<file path="src/rtl/fault_pkg.sv">
// fault_pkg: shared state encoding and default recovery length for the CAN fault-confinement block
package fault_pkg;
  typedef enum logic [1:0] {ERR_ACTIVE, ERR_PASSIVE, BUS_OFF, RECOVER} state_t;
  localparam int DEF_RECOVERY_COUNT = 128;
endpackage

</file>
<file path="src/rtl/busoff_recovery_counter.sv">
// busoff_recovery_counter: counts elevrecb high phases while bus-off
// Ports: clock/reset (sync, active-low); enable = node is bus-off; clear = entering bus-off;
//        elevrecb = 11-recessive-bit level from MAC; done = this count completes recovery;
//        cnt = current recovery count.
module busoff_recovery_counter import fault_pkg::*; #(
  parameter int RECOVERY_COUNT = DEF_RECOVERY_COUNT,
  parameter int RCNT_W = 8
) (
  input  logic              clock,
  input  logic              reset,
  input  logic              enable,
  input  logic              clear,
  input  logic              elevrecb,
  output logic              done,
  output logic [RCNT_W-1:0] cnt
);
  logic seen;
  logic rise;
  // seen tracks the previous elevrecb level, so a level already high when bus-off is entered is not counted
  assign rise = enable & elevrecb & ~seen;
  assign done = rise & (cnt == RCNT_W'(RECOVERY_COUNT - 1));
  always_ff @(posedge clock)
    if (!reset) begin
      seen <= 1'b0;
      cnt  <= '0;
    end else begin
      seen <= elevrecb;
      cnt  <= (clear | done) ? '0 : rise ? cnt + 1'b1 : cnt;
    end
endmodule

</file>
<file path="src/rtl/fault_confinement_fsm.sv">
// fault_confinement_fsm: CAN error-active / error-passive / bus-off state machine with bus-off recovery
// Ports: clock/reset (sync, active-low); rec_ge96/rec_ge128/tec_ge96/tec_ge128/tec_ge256 counter flags;
//        elevrecb from MAC; erroractive/errorpassive/busoff node state; warnsig warning level;
//        resetcount active-low counter clear; recovery_cnt status; state_irq (FAULTFSM_STATE_IRQ_EN only).
module fault_confinement_fsm import fault_pkg::*; #(
  parameter int RECOVERY_COUNT = DEF_RECOVERY_COUNT,
  parameter int RCNT_W = 8
) (
  input  logic              clock,
  input  logic              reset,
  input  logic              rec_ge96,
  input  logic              rec_ge128,
  input  logic              tec_ge96,
  input  logic              tec_ge128,
  input  logic              tec_ge256,
  input  logic              elevrecb,
  output logic              erroractive,
  output logic              errorpassive,
  output logic              busoff,
  output logic              warnsig,
  output logic              resetcount,
  output logic [RCNT_W-1:0] recovery_cnt
`ifdef FAULTFSM_STATE_IRQ_EN
  ,
  output logic              state_irq
`endif
);
  state_t state, nxt;
  logic done;
  busoff_recovery_counter #(.RECOVERY_COUNT(RECOVERY_COUNT), .RCNT_W(RCNT_W)) u_rcnt (
    .clock   (clock),
    .reset   (reset),
    .enable  (state == BUS_OFF),
    .clear   (nxt == BUS_OFF && state != BUS_OFF),
    .elevrecb(elevrecb),
    .done    (done),
    .cnt     (recovery_cnt)
  );
  // tec_ge256 is checked first so bus-off wins over any inconsistent flag mix
  always_comb begin
    nxt = ERR_ACTIVE;
    case (state)
      ERR_ACTIVE:  nxt = tec_ge256 ? BUS_OFF : (rec_ge128 | tec_ge128) ? ERR_PASSIVE : ERR_ACTIVE;
      ERR_PASSIVE: nxt = tec_ge256 ? BUS_OFF : (rec_ge128 | tec_ge128) ? ERR_PASSIVE : ERR_ACTIVE;
      BUS_OFF:     nxt = done ? RECOVER : BUS_OFF;
      default:     nxt = ERR_ACTIVE;
    endcase
  end
  // outputs decode the next state so they change on the same edge as the state register
  always_ff @(posedge clock)
    if (!reset) begin
      state        <= ERR_ACTIVE;
      erroractive  <= 1'b1;
      errorpassive <= 1'b0;
      busoff       <= 1'b0;
      warnsig      <= 1'b0;
      resetcount   <= 1'b1;
    end else begin
      state        <= nxt;
      erroractive  <= nxt == ERR_ACTIVE || nxt == RECOVER;
      errorpassive <= nxt == ERR_PASSIVE;
      busoff       <= nxt == BUS_OFF;
      warnsig      <= nxt == BUS_OFF ? 1'b1 : nxt == RECOVER ? 1'b0 : rec_ge96 | tec_ge96;
      resetcount   <= nxt != RECOVER;
    end
`ifdef FAULTFSM_STATE_IRQ_EN
  always_ff @(posedge clock)
    if (!reset) state_irq <= 1'b0;
    else state_irq <= nxt != state;
`endif
endmodule

</file>
<file path="config.mk">
export PLATFORM = sky130hd
export DESIGN_NAME = fault_confinement_fsm
export DESIGN_NICKNAME = d
export VERILOG_FILES = /design/src/rtl/fault_pkg.sv /design/src/rtl/busoff_recovery_counter.sv /design/src/rtl/fault_confinement_fsm.sv
export SDC_FILE = /design/constraint.sdc
export NUM_CORES = 1
export LEC_CHECK = 0
export CAP_MARGIN = 20
export CELL_PAD_IN_SITES_DETAIL_PLACEMENT = 0
export CELL_PAD_IN_SITES_GLOBAL_PLACEMENT = 1
export CORE_MARGIN = 2
export CORE_UTILIZATION = 36
export DETAILED_ROUTE_END_ITERATION = 8
export HOLD_SLACK_MARGIN = 0.1
export MAX_ROUTING_LAYER = met4
export PLACE_DENSITY_LB_ADDON = 0.1
export SYNTH_ARGS = -nofsm -noshare
export SYNTH_HDL_FRONTEND = slang
export SYNTH_HIERARCHICAL = 1
export SYNTH_SLANG_ARGS = --single-unit
export TNS_END_PERCENT = 50
</file>
<file path="constraint.sdc">
create_clock -name clock -period 5.5 [get_ports clock]
set_input_delay 0.55 -clock clock [delete_from_list [all_inputs] [get_ports clock]]
set_output_delay 0.55 -clock clock [all_outputs]
set_load 0.01 [all_outputs]
</file>
==> flow_summary.yaml <==
final_layout:
  drive_gt1_share_pct: 10.58
  nets: 117
  diodes: 0
  syn2layout_area_growth_pct: 35.94
  n_fill_cell: 206
  layout.cells.non_filler: 131
logic_synthesis:
  synth_seq_cells: 16
  synth_cell_type_count: 30
  synthTopCellsByCount: "dfxtp_1 (16), nand2_1 (7), and2_1 (6), inv_1 (6)"
  synth.most_common_cell: "dfxtp_1"
  synth_nets: 92
  ys_seq_area_share_pct: 42.60
  synth.cell_area_um2: 752.0
  syn_inst: 80
  async_flop_share_pct: 0
  synth_top_cell_by_area: "dfxtp_1"
  ys_top_cells_by_area: "dfxtp_1 (43%), ha_1 (6.7%), and2_1 (5.0%)"
  synth_area_per_cell_um2: 9.400
  synth_edf_count: 0
  ys_warn_count: 6
  ys.flop_type: "dfxtp_1"
  synth_top_area_share_pct: 42.60
clock_network:
  clkTransAtPathRegs_ps: 90
  numCtsBuffers: 3
  numClockSinks: 16
  clockBufferDepth: 2
  cts_root_buf: "clkbuf_4"
  h-tree-depth: 1
  clk_latency_ps: 280
  cts_setup_buffers: 0
  tritoncts: "done"
  ctsHoldBuffers: 0
  ctsResizeCount: 0
power_and_ir_drop:
  p_leak_uw: 0.0003749
  ir_worst_vdd_mv: 0.1260
  power_density_nw_per_um2: 225.7
die:
  row_count: 16
  die_area_um2: 2471
  die_h_um: 49.71
  core_region_area_um2: 1962
  dieWidth_um: 49.71
  initial_core_util_pct: 38.33
  io_pins: 21
global_route:
  grtUsageMet3_pct: 3.636
  grt-ovfl-total: 0
  grt_use_total_pct: 13.15
  busiest_layer: "met2"
  antenna_found_initial: 0
  gr-usage-met1_pct: 15.60
  grt_start_max_net_pins: 11
  grtUsageMet2_pct: 20.89
  grt_pass1_wl_um: 2428
  grt_pass1_vias: 558
critical_path:
  critPathSlowestCell: "clkdlybuf4s50_1"
  rr_worst_depth: 13
  worstPathRequired_ps: 5720
  endpoint_kind: "register"
  worstPathCellList: "clkdlybuf4s50_1 > nand4b_4 > or2_2 > nor3_1 > nand3b_1 > o31ai_2 > inv_1 > ha_1 > and2_1 > nand2b_1 > or3_1 > o21ai_0"
  rr_endpoint: "u_rcnt/cnt[0]"
  path_class: "primary input to register"
  r2r_slack_ps: 2770
  cpPeakStageDelay_ps: 550
  worst-path-max-fanout: 9
  path_buf_inv: 2
  startpoint_type: "primary input"
  cp_top_family: "simple AND/OR/NAND/NOR gates"
  r2r_start: "state[1]"
  arrival_ps: 3140
sta:
  worst_slew_pin_slew_ps: 396.0
  fmax_ghz: 0.3414
  setup_ws_ps: 2571
  slew_violations: 0
  fin_worst_skew_ps: 3.866
  hold_violations: 0
  setup_tns_ps: 0
  setup_viol: 0
  hold_slack_ps: 547.4
  period_minus_slack_ps: 2929
  post-route-period-util_pct: 53.25
  slew_headroom_pct: 73.54
  rsz0062_at_grt: "no"
place:
  placed_cells: 127
  dp_hpwl_um: 1129
  io_buffers: 20
  pre_cts_slack_ps: 2252
  globalplace.congestion: 0.8158
route:
  drtPass1Iterations: 4
  dr_total_vias: 672
  drtIter0Drc: 6
  drt_wl_total_um: 1443
  wl_per_cell_um: 11.02
  antenna_left: 0
  drcViolationCount: 0
  vias_per_cell: 5.130
hold_path:
  hold_path_end: "u_rcnt/cnt[1]"
  worstHoldStart: "u_rcnt/cnt[1]"
  whs_path_depth: 2
  hold_path_class: "register to register"
run:
  cap_violations: 0
outcome:
  status: "complete, no violations"
## power breakdown
group          switching (uW)  internal, uW  leakage [uW]
clock                    37.7          40.2     0.0000210
sequential               2.29           120      0.000131
combinational            13.4          16.8      0.000223
## kinds of logic after synthesis
family	after synthesis	share of synthesized area (%)
AOI/OAI and AO/OA	17	16.47
buffers and inverters	6	2.995
muxes	1	1.331
DFF	16	42.60
adders and majority gates	4	6.656
and+or+nand+nor	36	29.95
## cells in the final DEF, fill, tap and decap left out, drive strengths merged
cell	count
a211o	1
a21oi	2
a31oi	2
and2	6
clkbuf	4
clkdlybuf4s50	20
dfxtp	16
ha	4
inv	6
mux2i	1
nand2	7
nand2b	4
nand3	4
nand3b	2
nand4	1
nand4b	1
nor2	1
nor2b	1
nor3	2
nor4	1
o211ai	2
o21ai	4
o311a	1
o311ai	1
o31ai	4
or2	1
or3	3
or4	2
## worst max-delay path by stage
stage	slack [ps]	to	from	cells past startpoint
finish	2570	u_rcnt/cnt[0]	elevrecb	12
global route	2350	u_rcnt/cnt[0]	elevrecb	12
CTS	2540	u_rcnt/cnt[0]	elevrecb	12
detailed placement	2250	u_rcnt/cnt[0]	elevrecb	12
global placement	2270	u_rcnt/cnt[0]	elevrecb	12
floorplan	3050	u_rcnt/cnt[0]	state[1]	13
## flip-flops by register name, indices dropped and copies added, names as in the netlist
register      flops
u_rcnt/seen       1
busoff            1
state             2
u_rcnt/cnt        8
resetcount        1
warnsig           1
errorpassive      1
erroractive       1
## tightest hold or removal path, stage by stage (launching register included)
cell and delay (ps):
dfxtp_1 360, nand3_1 90, o31ai_1 60
## layer usage
metal	part of all wire [%]	wire, um	up-vias
li1	-	-	341
met1	49	712	314
met2	46	664	15
met3	4.0	57	2
met4	0.62	9	0
met5	0	0	-
## metrics by stage
step                      total power, uW  util [%]  area (um2)
after floorplan                     140.9         -       752.0
after global placement              156.1     50.26       985.9
after detailed placement            156.3     50.26       985.9
after CTS                           232.4     52.10        1022
after global routing                245.0     52.10        1022
final                               230.7     52.10        1022
## final cells by class
class	instances	area, um2	share of cell area [%]
clock buffer	4	36.28	3.550
inverter	6	22.52	2.203
multi-input combinational	58	409.1	40.02
sequential	16	320.3	31.33
tap	27	33.78	3.305
timing repair buffer	20	200.2	19.58
Note: power is estimated with default switching activity, not from simulation.
